===== config.mk =====
export PLATFORM = sky130hd
export DESIGN_NAME = mdu_iter_flat
export DESIGN_NICKNAME = d
export VERILOG_FILES = /design/src/rtl/mdu_if.sv /design/src/rtl/mdu_iter.sv /design/src/flat_wrapper.sv
export SDC_FILE = /design/constraint.sdc
export NUM_CORES = 1
export LEC_CHECK = 0
export BUFFER_PORTS_ARGS = -buffer_cell sky130_fd_sc_hd__buf_4
export CORE_UTILIZATION = 58
export CTS_BUF_LIST = sky130_fd_sc_hd__clkbuf_2
export DETAILED_ROUTE_END_ITERATION = 10
export GPL_ROUTABILITY_DRIVEN = 0
export PLACE_DENSITY = 0.8
export SYNTH_ARGS = -nofsm -noshare
export SYNTH_HDL_FRONTEND = slang
export SYNTH_SLANG_ARGS = --single-unit

===== constraint.sdc =====
create_clock -name clk -period 3.2 [get_ports clk]
set_input_delay 0.32 -clock clk [delete_from_list [all_inputs] [get_ports clk]]
set_output_delay 0.32 -clock clk [all_outputs]
set_load 0.005 [all_outputs]

===== src/rtl/mdu_if.sv =====
// Handshake/bus bundle between the EX-stage sequencer (master) and the
// iterative multiply/divide unit (slave).
interface mdu_if #(
   parameter int XLEN = 32
);
   // start is a one-cycle request sampled only while busy=0 and done=0;
   // done pulses for one cycle with result valid, and result then holds until
   // the next accepted start.
   logic            start;
   logic [2:0]      funct3;
   logic [XLEN-1:0] op_a;
   logic [XLEN-1:0] op_b;
   logic            busy;
   logic            done;
   logic [XLEN-1:0] result;

   modport master (output start, funct3, op_a, op_b, input busy, done, result);
   modport slave  (input start, funct3, op_a, op_b, output busy, done, result);
endinterface


===== src/rtl/mdu_iter.sv =====
// Iterative RV32M multiply/divide unit: radix-2 shift-add multiply, restoring divide.
// Optional MDU_FAST_MUL_EN routes all multiplies through a single-cycle multiplier.
module mdu_iter #(
   parameter int XLEN  = 32,
   parameter int CNT_W = 6
) (
   input  logic       clk,
   input  logic       sys_rst,
   mdu_if.slave       bus,
   output logic [1:0] state_dbg
);
   typedef enum logic [1:0] {IDLE, CALC, FIX, DONE} state_t;

   state_t            state;
   logic [CNT_W-1:0]  cnt;
   logic [2*XLEN-1:0] acc;
   logic [XLEN-1:0]   mag_b;
   logic [2:0]        op;
   logic              neg_hi;
   logic              neg_lo;
   logic              spec;
   logic [XLEN-1:0]   result_r;

   logic            is_div, a_sgn, b_sgn, a_neg, b_neg, div0, ovf;
   logic [XLEN-1:0] mag_a, mag_b_in, spec_val;

   // Start-time decode: signedness, magnitudes and the no-trap special cases.
   always_comb begin
      is_div = bus.funct3[2];
      a_sgn  = 1'b0;
      b_sgn  = 1'b0;
      case (bus.funct3)
         3'b001, 3'b100, 3'b110: begin
            a_sgn = 1'b1;
            b_sgn = 1'b1;
         end
         3'b010:  a_sgn = 1'b1;
         default: ;
      endcase
      a_neg    = a_sgn & bus.op_a[XLEN-1];
      b_neg    = b_sgn & bus.op_b[XLEN-1];
      mag_a    = a_neg ? -bus.op_a : bus.op_a;
      mag_b_in = b_neg ? -bus.op_b : bus.op_b;
      div0     = is_div && (bus.op_b == '0);
      ovf      = is_div && !bus.funct3[0] && (bus.op_a == {1'b1, {(XLEN-1){1'b0}}})
                 && (bus.op_b == '1);
      if (div0) spec_val = bus.funct3[1] ? bus.op_a : '1;
      else      spec_val = bus.funct3[1] ? '0 : bus.op_a;
   end

`ifdef MDU_FAST_MUL_EN
   logic signed [XLEN:0]     fast_a, fast_b;
   logic signed [2*XLEN+1:0] fast_prod;
   always_comb begin
      fast_a    = $signed({a_sgn & bus.op_a[XLEN-1], bus.op_a});
      fast_b    = $signed({b_sgn & bus.op_b[XLEN-1], bus.op_b});
      fast_prod = fast_a * fast_b;
   end
`endif

   // acc holds {partial product, multiplier} for multiply and
   // {partial remainder, dividend/quotient} for divide.
   logic [XLEN:0]     mul_sum, div_sh;
   logic [XLEN-1:0]   div_diff;
   logic              div_ge;
   logic [2*XLEN-1:0] mul_next, div_next, prod_fix;
   logic [XLEN-1:0]   q_fix, r_fix, fix_val;

   always_comb begin
      mul_sum  = {1'b0, acc[2*XLEN-1:XLEN]} + (acc[0] ? {1'b0, mag_b} : '0);
      mul_next = {mul_sum, acc[XLEN-1:1]};
      div_sh   = {acc[2*XLEN-1:XLEN], acc[XLEN-1]};
      div_ge   = div_sh >= {1'b0, mag_b};
      div_diff = div_sh[XLEN-1:0] - mag_b;
      div_next = div_ge ? {div_diff, acc[XLEN-2:0], 1'b1}
                        : {div_sh[XLEN-1:0], acc[XLEN-2:0], 1'b0};
      prod_fix = neg_hi ? -acc : acc;
      q_fix    = neg_lo ? -acc[XLEN-1:0] : acc[XLEN-1:0];
      r_fix    = neg_hi ? -acc[2*XLEN-1:XLEN] : acc[2*XLEN-1:XLEN];
      if (spec)              fix_val = acc[XLEN-1:0];
      else if (op[2])        fix_val = op[1] ? r_fix : q_fix;
      else if (op == 3'b000) fix_val = prod_fix[XLEN-1:0];
      else                   fix_val = prod_fix[2*XLEN-1:XLEN];
   end

   always_ff @(posedge clk) begin
      if (sys_rst) begin
         state    <= IDLE;
         cnt      <= '0;
         acc      <= '0;
         mag_b    <= '0;
         op       <= '0;
         neg_hi   <= 1'b0;
         neg_lo   <= 1'b0;
         spec     <= 1'b0;
         result_r <= '0;
      end else begin
         case (state)
            IDLE: if (bus.start) begin
               op     <= bus.funct3;
               mag_b  <= mag_b_in;
               cnt    <= '0;
               spec   <= div0 | ovf;
               neg_lo <= a_neg ^ b_neg;
               neg_hi <= is_div ? a_neg : (a_neg ^ b_neg);
               if (div0 | ovf) begin
                  acc   <= {{XLEN{1'b0}}, spec_val};
                  state <= FIX;
`ifdef MDU_FAST_MUL_EN
               end else if (!is_div) begin
                  acc    <= fast_prod[2*XLEN-1:0];
                  neg_hi <= 1'b0;
                  state  <= FIX;
`endif
               end else begin
                  acc   <= {{XLEN{1'b0}}, mag_a};
                  state <= CALC;
               end
            end
            CALC: begin
               acc <= op[2] ? div_next : mul_next;
               if (cnt == CNT_W'(XLEN-1)) state <= FIX;
               else                       cnt   <= cnt + CNT_W'(1);
            end
            FIX: begin
               result_r <= fix_val;
               state    <= DONE;
            end
            DONE:    state <= IDLE;
            default: state <= IDLE;
         endcase
      end
   end

   assign bus.busy   = (state != IDLE);
   assign bus.done   = (state == DONE);
   assign bus.result = result_r;
   assign state_dbg  = state;
endmodule


===== src/flat_wrapper.sv =====
// flat-port wrapper written by rule: the top's interface ports become plain ports
module mdu_iter_flat 
#(
   parameter int XLEN  = 32,
   parameter int CNT_W = 6
)
  (clk, sys_rst, state_dbg, bus_start, bus_funct3, bus_op_a, bus_op_b, bus_busy, bus_done, bus_result);
  mdu_if #(.XLEN(XLEN)) bus_i ();
  input  logic clk;
  input  logic sys_rst;
  output logic [1:0] state_dbg;
  input wire logic [$bits(bus_i.start)-1:0] bus_start;
  input wire logic [$bits(bus_i.funct3)-1:0] bus_funct3;
  input wire logic [$bits(bus_i.op_a)-1:0] bus_op_a;
  input wire logic [$bits(bus_i.op_b)-1:0] bus_op_b;
  output wire logic [$bits(bus_i.busy)-1:0] bus_busy;
  output wire logic [$bits(bus_i.done)-1:0] bus_done;
  output wire logic [$bits(bus_i.result)-1:0] bus_result;
  assign bus_i.start = bus_start;
  assign bus_i.funct3 = bus_funct3;
  assign bus_i.op_a = bus_op_a;
  assign bus_i.op_b = bus_op_b;
  assign bus_busy = bus_i.busy;
  assign bus_done = bus_i.done;
  assign bus_result = bus_i.result;
  mdu_iter #(.XLEN(XLEN), .CNT_W(CNT_W)) u_core (.clk(clk), .sys_rst(sys_rst), .bus(bus_i), .state_dbg(state_dbg));
endmodule

==> results.py <==
metrics = {
    "finish": {
        "layout_commonest_cell": "buf_4",
        "nets": 2576,
        "syn_to_final_growth_pct": 21.6,
        "layout_common_cells": "330 x buf_4, 204 x nor2_1, 202 x nand2_1",
        "layout-drive-gt1-share": 0.197,
        "finalInstanceArea_um2": 19000,
        "instances_no_fill": 2778,
        "utilization": 0.724,
    },
    "floorplan": {
        "initial_utilization": 0.595,
        "fp-row-count": 59,
        "ioPinCount": 106,
        "coreArea_um2": 26200,
        "dieArea_um2": 27500,
        "die_h_um": 166,
        "die_x_um": 166,
    },
    "sta": {
        "tightest_slew_ps": 875,
        "setup_viol": 4,
        "hold_viol_final": 0,
        "fin_crit_ps": 3420,
        "hold_ws_ps": 29.7,
        "finalSetupTns_ps": -500,
        "slew_viol_final": 0,
        "rsz0062_at_grt": "true",
        "slew_headroom": 0.417,
        "fmaxAchievable_mhz": 292,
        "finalClockSkew_ps": 67.4,
        "timing.final.ws_setup_ps": -221,
        "timing.final.crit_share": 1.07,
    },
    "cts": {
        "cts.htree.levels": 4,
        "clkSinkCount": 142,
        "clock_latency_ps": 810,
        "cts_buffer_depth": 2,
        "path_clk_slew_ps": 300,
        "cts-root-buf": "clkbuf_2",
        "cts_tree": "built",
        "cts_inserted_buffers": 17,
    },
    "yosys": {
        "yosys_register_bits": 142,
        "yosys.area.top_type": "dfxtp_1",
        "synthesis.nets": 2337,
        "synth_edf_count": 0,
        "synthArstFlopShare": 0,
        "yosys.area.top_type_share": 0.182,
        "ys_seq_area_frac": 0.182,
        "syn_area_um2": 15600,
        "synth_warnings": 0,
        "yosysUniqueCellTypes": 84,
        "syn_area_per_cell_um2": 7.12,
        "synth_area_leaders": "dfxtp_1 18%, o21ai_0 6.4%, ha_1 6.0%, xnor2_1 5.4%, a21oi_1 5.3%",
        "synth_ff_type": "dfxtp_1",
        "netlist_instances": 2190,
    },
    "setup_path": {
        "path_class": "reg -> reg",
        "worstPathRequired_ps": 3850,
        "arrival_ps": 4070,
        "startpoint_type": "flop",
        "cp-end-kind": "flop",
        "critPathMaxFanout": 2,
    },
    "route": {
        "vias_per_cell": 6.85,
        "drtAntennaViolNets": 0,
        "drcViolationCount": 5,
        "drt-pass1-iter-count": 10,
        "wire_per_inst_um": 21.0,
        "num_vias": 19000,
        "routed_wl_mm": 58.3,
        "drtIter0Drc": 2540,
    },
    "power": {
        "max-vdd-ir-drop_mv": 0.403,
        "clock_power_share": 0.090,
        "switchingPower_mw": 6.85,
        "p_int_mw": 6.36,
        "p_leak_nw": 8.03,
        "pwr-share-seq": 0.202,
        "fin_total_pwr_mw": 13.2,
        "powerDensity_nw_per_um2": 696,
        "sw_frac_of_total": 0.518,
        "power_frac_comb": 0.709,
    },
    "run_status": {
        "violations": "design-rule violations, negative setup slack",
        "outcome": "finished with violations",
    },
    "global_route": {
        "antenna_found_initial": 3,
        "grt_pass1_wl_mm": 90.7,
        "grt_max_degree": 71,
        "grt_overflow": 0,
        "grt_pass1_vias": 17500,
        "track_usage": 0.407,
    },
    "placement": {
        "placed_cell_area_um2": 17600,
        "numPortBuffers": 105,
        "dp_cells": 2668,
        "place_ws_ps": -295,
        "dp_hpwl_mm": 41.8,
    },
    "flow_run": {
        "drv_cap": 0,
    },
    "min_path": {
        "hold_path.class": "in -> reg",
    },
}
synthesized netlist by cell type, types with 9 or more instances:
cell	n
a22oi_1	29
and2_1	9
o211ai_1	23
clkbuf_1	146
clkbuf_8	14
o41ai_1	10
nand3_1	47
nand2b_1	22
dfxtp_1	142
a21o_1	39
a31oi_1	18
nor3_1	62
inv_1	68
nand2_1	202
nor2_1	208
nand3b_1	23
nand4_1	31
or3_1	32
xor2_1	91
a311oi_1	16
or2_2	13
a211oi_1	64
and3_1	10
nor4_1	19
a211o_1	11
a221oi_1	17
o21ai_0	200
a2111oi_0	10
mux2i_1	63
ha_1	75
xnor2_1	97
nor2b_1	30
a21oi_1	164
or4_1	17
o21a_1	11
o31ai_1	31
cell type report:
type	instances	area (um2)
clock inverter	15	170
timing repair buffer	399	3210
tap	335	419
clock buffer	17	85.1
sequential	142	2870
fill	1962	7240
antenna	1	2.50
multi-input combinational	1799	12000
inverter	70	268
layer usage:
| metal | track usage | wire length [um] | vias up |
|---|---|---|---|
| li1 | - | - | 8476 |
| met5 | 0 | 23 | - |
| met4 | 0.205 | 3360 | 4 |
| met1 | 0.523 | 21900 | 8689 |
| met2 | 0.629 | 24900 | 1522 |
| met3 | 0.104 | 8030 | 345 |
state kept, by name (all words and copies together) (netlist names):
| register | flops |
|---|---|
| u_core.op | 3 |
| u_core.spec | 1 |
| u_core.neg_hi | 1 |
| u_core.mag_b | 32 |
| u_core.cnt | 6 |
| u_core.state_dbg | 2 |
| u_core.neg_lo | 1 |
| u_core.bus.result | 32 |
| u_core.acc | 64 |
repair_timing:
item	in CTS	in global routing
pin swaps	7	20
endpoints found under the hold margin	61	1
setup endpoints to repair	33	68
resized for setup	28	81
setup buffers	5	9
hold buffers	62	1
cells by family after synthesis:
kind of cell,Yosys count,share of synthesized area
compound gates,708,0.291
xor+xnor,188,0.106
fa+ha+maj,77,0.0627
buf+inv,249,0.0747
flops,142,0.182
mux,68,0.0440
simple gates,758,0.239
critical path: stages (launching register included):
cell	delay, ps
dfxtp_2	400
buf_6	110
or4_4	520
or4_4	430
or4_4	500
or4b_4	520
o41ai_4	230
xor2_1	180
nor2_1	80
a2111oi_2	230
nor4_1	80
power by group through the flow:
stage               clock [mW]  sequential [mW]  combinational (mW)
finish                    1.19             2.66                9.36
global route              1.25             2.70                9.97
CTS                       1.18             2.62                8.69
detailed placement           0             2.65                8.48
global placement             0             2.63                8.24
floorplan                    0             2.46                5.78
path summary, 6_finish.rpt:
path | startpoint | end | slack, ps | depth (start not counted)
min | bus_op_a[23] | u_core.acc[23] | 30 | 5
min reg2reg | u_core.bus.result[0] | u_core.bus.result[0] | 460 | 2
max | u_core.acc[0] | u_core.bus.result[9] | -220 | 10
max reg2reg | u_core.acc[0] | u_core.bus.result[9] | -220 | 10
No activity file was read; power rests on OpenSTA's default activity.
